===== src/rtl/div_meter_pkg.sv =====
// div_meter_pkg: shared state type, default widths and helpers for div_clk_meter
package div_meter_pkg;
  typedef enum logic {IDLE, MEAS} state_t;
  localparam int CW_DEF = 16;
  localparam int TOL_DEF = 1;
  localparam int MW = 32;
  // Widest supported counter; callers truncate the result back to CW+1 bits
  function automatic logic [MW:0] abs_diff(input logic [MW-1:0] a, input logic [MW-1:0] b);
    return a >= b ? {1'b0, a - b} : {1'b0, b - a};
  endfunction
endpackage


===== src/rtl/sync_edge.sv =====
// sync_edge: multi-flop synchronizer with registered previous value for rising-edge detect
module sync_edge #(
  parameter int SYNC_STAGES = 2
) (
  input  logic clkin,
  input  logic rst,
  input  logic sig_in,
  output logic s,
  output logic rise
);
  logic [SYNC_STAGES-1:0] sr;
  logic s_q;
  always_ff @(posedge clkin) begin
    if (rst) begin
      sr  <= '0;
      s_q <= 1'b0;
    end else begin
      sr  <= {sr[SYNC_STAGES-2:0], sig_in};
      s_q <= sr[SYNC_STAGES-1];
    end
  end
  assign s = sr[SYNC_STAGES-1];
  assign rise = s & ~s_q;
endmodule


===== src/rtl/div_clk_meter.sv =====
// div_clk_meter: measures period/high time of a divided clock and flags error, lock and stuck
module div_clk_meter import div_meter_pkg::*; #(
  parameter int CW = CW_DEF,
  parameter int SYNC_STAGES = 2,
  parameter int TOL = TOL_DEF,
  parameter int LOCK_CNT = 4,
  parameter int TIMEOUT = 1024
) (
  input  logic          clkin,
  input  logic          rst,
  input  logic          sig_in,
  input  logic [CW-1:0] exp_period,
  input  logic [CW-1:0] exp_high,
  output logic [CW-1:0] period,
  output logic [CW-1:0] high_time,
  output logic          meas_valid,
  output logic          err,
  output logic          locked,
  output logic          stuck
);
  localparam int RW = $clog2(LOCK_CNT + 1);
  state_t state;
  logic s, rise, bad;
  logic [CW-1:0] per_cnt, hi_cnt;
  logic [CW:0] dp, dh;
  logic [RW-1:0] run, run_nxt;
  sync_edge #(.SYNC_STAGES(SYNC_STAGES)) u_sync (
    .clkin (clkin),
    .rst   (rst),
    .sig_in(sig_in),
    .s     (s),
    .rise  (rise)
  );
  always_comb begin
    dp = (CW+1)'(abs_diff(MW'(per_cnt), MW'(exp_period)));
    dh = (CW+1)'(abs_diff(MW'(hi_cnt), MW'(exp_high)));
    bad = dp > (CW+1)'(TOL) || dh > (CW+1)'(TOL);
    run_nxt = run == RW'(LOCK_CNT) ? run : run + 1'b1;
  end
  // A rise in MEAS closes the current period; the timeout path only runs when no rise is present
  always_ff @(posedge clkin) begin
    if (rst) begin
      state      <= IDLE;
      per_cnt    <= '0;
      hi_cnt     <= '0;
      period     <= '0;
      high_time  <= '0;
      meas_valid <= 1'b0;
      err        <= 1'b0;
      locked     <= 1'b0;
      stuck      <= 1'b0;
      run        <= '0;
    end else begin
      meas_valid <= 1'b0;
      err        <= 1'b0;
      stuck      <= 1'b0;
      if (state == IDLE) begin
        if (rise) begin
          per_cnt <= CW'(1);
          hi_cnt  <= CW'(1);
          state   <= MEAS;
        end
      end else if (rise) begin
        period     <= per_cnt;
        high_time  <= hi_cnt;
        meas_valid <= 1'b1;
        err        <= bad;
        per_cnt    <= CW'(1);
        hi_cnt     <= CW'(1);
        run        <= bad ? '0 : run_nxt;
        locked     <= !bad && run_nxt == RW'(LOCK_CNT);
      end else if (per_cnt == CW'(TIMEOUT)) begin
        stuck   <= 1'b1;
        locked  <= 1'b0;
        run     <= '0;
        per_cnt <= '0;
        hi_cnt  <= '0;
        state   <= IDLE;
      end else begin
        per_cnt <= per_cnt == '1 ? per_cnt : per_cnt + 1'b1;
        hi_cnt  <= (s && hi_cnt != '1) ? hi_cnt + 1'b1 : hi_cnt;
      end
    end
  end
endmodule


===== config.mk =====
export PLATFORM = sky130hd
export DESIGN_NAME = div_clk_meter
export DESIGN_NICKNAME = d
export VERILOG_FILES = /design/src/rtl/div_meter_pkg.sv /design/src/rtl/sync_edge.sv /design/src/rtl/div_clk_meter.sv
export SDC_FILE = /design/constraint.sdc
export NUM_CORES = 1
export LEC_CHECK = 0
export BUFFER_PORTS_ARGS = -buffer_cell sky130_fd_sc_hd__buf_4
export CAP_MARGIN = 20
export CORE_UTILIZATION = 47
export DETAILED_ROUTE_END_ITERATION = 8
export PLACE_DENSITY = 0.77
export SYNTH_ARGS = -nofsm -noshare
export SYNTH_HDL_FRONTEND = slang
export SYNTH_HIERARCHICAL = 1
export SYNTH_SLANG_ARGS = --single-unit

===== constraint.sdc =====
create_clock -name clkin -period 4.2 [get_ports clkin]
set_input_delay 0.84 -clock clkin [delete_from_list [all_inputs] [get_ports clkin]]
set_output_delay 0.84 -clock clkin [all_outputs]
set_load 0.01 [all_outputs]

==> flow_summary.yaml <==
place:
  dp_hpwl_um: 15700
  place.gp.congestion: 0.972
  port_buffers: 70
  post_dp_cell_area_um2: 7520
die:
  ios: 71
  fp.dieW_um: 121
  die_h_um: 121
  die_area_um2: 14600
  start_util_pct: 48.1
  fp.coreArea_um2: 13800
  rows: 43
synth:
  synth_cell_types: 72
  yosysTopAreaCellShare_pct: 22.6
  avgSynthCellArea_um2: 7.40
  async_flop_share_pct: 0
  synth_edf_count: 0
  synth_fp_nets: 1006
  synth_most_common_cell: "nand2_1"
  netlist_area_um2: 6650
  synth.ff_latch_count: 75
  ys_warn_count: 6
  synthCells: 898
  ys_seq_area_share_pct: 22.6
  netlist_top_cells_area: "dfxtp_1 23%, ha_1 13%, a21oi_1 7.3%, nand2_1 6.3%, xnor2_1 5.0%"
  synth_commonest_cells: "111 x nand2_1, 97 x a21oi_1, 83 x inv_1, 75 x dfxtp_1, 69 x ha_1"
  ys.flop_type: "dfxtp_1"
  synth_area_leader_cell: "dfxtp_1"
global_routing:
  grt_pass1_wl_um: 31500
  antenna_found_initial: 0
  grt_use_total_pct: 27.1
  grt_pass1_vias: 6368
  grt_start_max_net_pins: 48
  grt_overflow_total: 0
worst_setup_path:
  start_kind: "primary input"
  r2r-start: "hi_cnt[5]"
  ff2ff_path_depth: 10
  slowest_stage: "nor4_1"
  regToRegSetupSlack_ps: 460
  worstPathArrival_ps: 4250
  cp.required_ps: 4470
  crit_chain: "buf_4 -> inv_1 -> ha_1 -> nand4_1 -> nor4_1 -> nor2_1 -> a311oi_1 -> a211o_1 -> or3b_2 -> a2111oi_4 -> and3_1 -> a22o_1"
  r2r-end: "run[1]"
  end_kind: "flop"
  cp_slowest_stage_delay_ps: 680
  critPathKind: "primary input to flop"
  cp_max_fo: 10
route:
  viasPerCell: 5.83
  wire_per_inst_um: 17.0
  drt-total-wl_um: 19800
  routed-via-count: 6778
  drtIter0Drc: 588
  postRouteAntennaNets: 0
  drtPass1Iterations: 5
  drc: 0
worst_hold_path:
  min_to: "u_sync/sr[1]"
  worst_hold_path.num_cells: 1
  hold_start: "u_sync/sr[0]"
  hold_class: "flop to flop"
sta:
  setup_viol: 0
  final.period_utilization_pct: 94.6
  layout_min_cycle_time_ps: 3970
  drv_slew: 0
  relSlewSlack_pct: 31.4
  setup_tns_ps: 0
  worst_pin_slew_ps: 1030
  timing.fmax_mhz: 252
  skew_ps: 7.43
  grt_setup_unrepaired: "no"
  hold_viol: 0
clock_tree:
  clock-root-buffer: "clkbuf_16"
  h-tree-depth: 3
  cts_num_sinks: 75
  ctsHoldBuffers: 0
  clkTransAtPathRegs_ps: 50
  post_cts_resized: 0
  cts_tree: "built"
  cts.path.max_buffers: 2
  insertion_delay_ps: 330
  numCtsBuffers: 9
  cts_setup_buffers: 0
run:
  cap_violations: 0
status:
  status: "finished, final reports clean"
pwr:
  cellPowerDensity_nw_per_um2: 231
  irDropWorstVdd_v: 0.000361
  p_leak_nw: 3.35
  fin_total_pwr_mw: 1.81
layout:
  design_area_um2: 7840
  drive_gt1_share_pct: 14.5
  finalNetCount: 1087
  area_growth_pct: 17.9
  antennaDiodeCount: 0
## layout make-up
| class | count | area (um2) |
|---|---|---|
| clock buffer | 13 | 260 |
| clock inverter | 2 | 35.0 |
| fill | 1296 | 5990 |
| inverter | 84 | 315 |
| multi-input combinational | 695 | 4630 |
| sequential | 75 | 1500 |
| tap | 180 | 225 |
| timing repair buffer | 114 | 876 |
## sequential cells by signal, indices dropped and copies added, names as in the netlist
name	cells
err	1
hi_cnt	16
high_time	16
locked	1
meas_valid	1
per_cnt	16
period	16
run	3
state	1
stuck	1
u_sync/s_q	1
u_sync/sr	2
## worst max path at each step
stage / endpoint / startpoint
floorplan: locked / exp_high[12]
global placement: run[1] / exp_high[12]
detailed placement: run[1] / exp_high[12]
CTS: run[1] / exp_high[5]
global route: run[2] / exp_high[5]
finish: run[1] / exp_high[12]
## report_power, final
group / internal (mW) / switching [mW]
clock network: 0.488 / 0.274
logic: 0.140 / 0.189
registers: 0.715 / 0.00492
## critical path, delay by kind of cell
kind	cells	cell delay (ps)
AOI/OAI and AO/OA	4	1030
adders and majority gates	1	470
buffers and inverters	2	130
and+or+nand+nor	5	1790
## placed cells by master, fill, tap and decap left out, types with 12 or more instances in the layout
cell type / count
and3_1: 13
inv_1: 83
nand2_1: 111
buf_4: 113
a21oi_1: 97
nor3_1: 12
ha_1: 69
a31oi_1: 13
dfxtp_1: 75
a21o_1: 19
nand4_1: 25
o21ai_0: 30
nand3_1: 24
nor2_1: 66
xnor2_1: 38
## per-layer routing
layer / wire (um) / GRT usage, %
met2: 9230 / 44.6
met1: 8810 / 35.9
met3: 1150 / 3.71
met4: 595 / 10.1
met5: 0 / 0
## per-stage QoR
step                      utilization [%]  worst slack (ps)  hold WS [ps]  cells
after floorplan                         -               539           414    898
after global placement               54.4              33.7           444   1147
after detailed placement             54.4              23.9           445   1147
after CTS                            56.5               337           455   1162
after global routing                 56.7              69.7           462   1163
final                                56.7               227           450   1163
## cell families (layout without fill, tap and decap cells)
group	after synthesis	in the layout	synth area share [%]
buffers and inverters	128	213	7.83
multiplexers	13	13	2.01
flip-flops	75	75	22.6
XOR/XNOR	47	47	6.19
adder cells (fa/ha/maj)	73	73	14.2
AO/OA/AOI/OAI	253	253	24.8
AND/OR/NAND/NOR	309	309	22.4
Note: power is estimated with default switching activity, not from simulation.
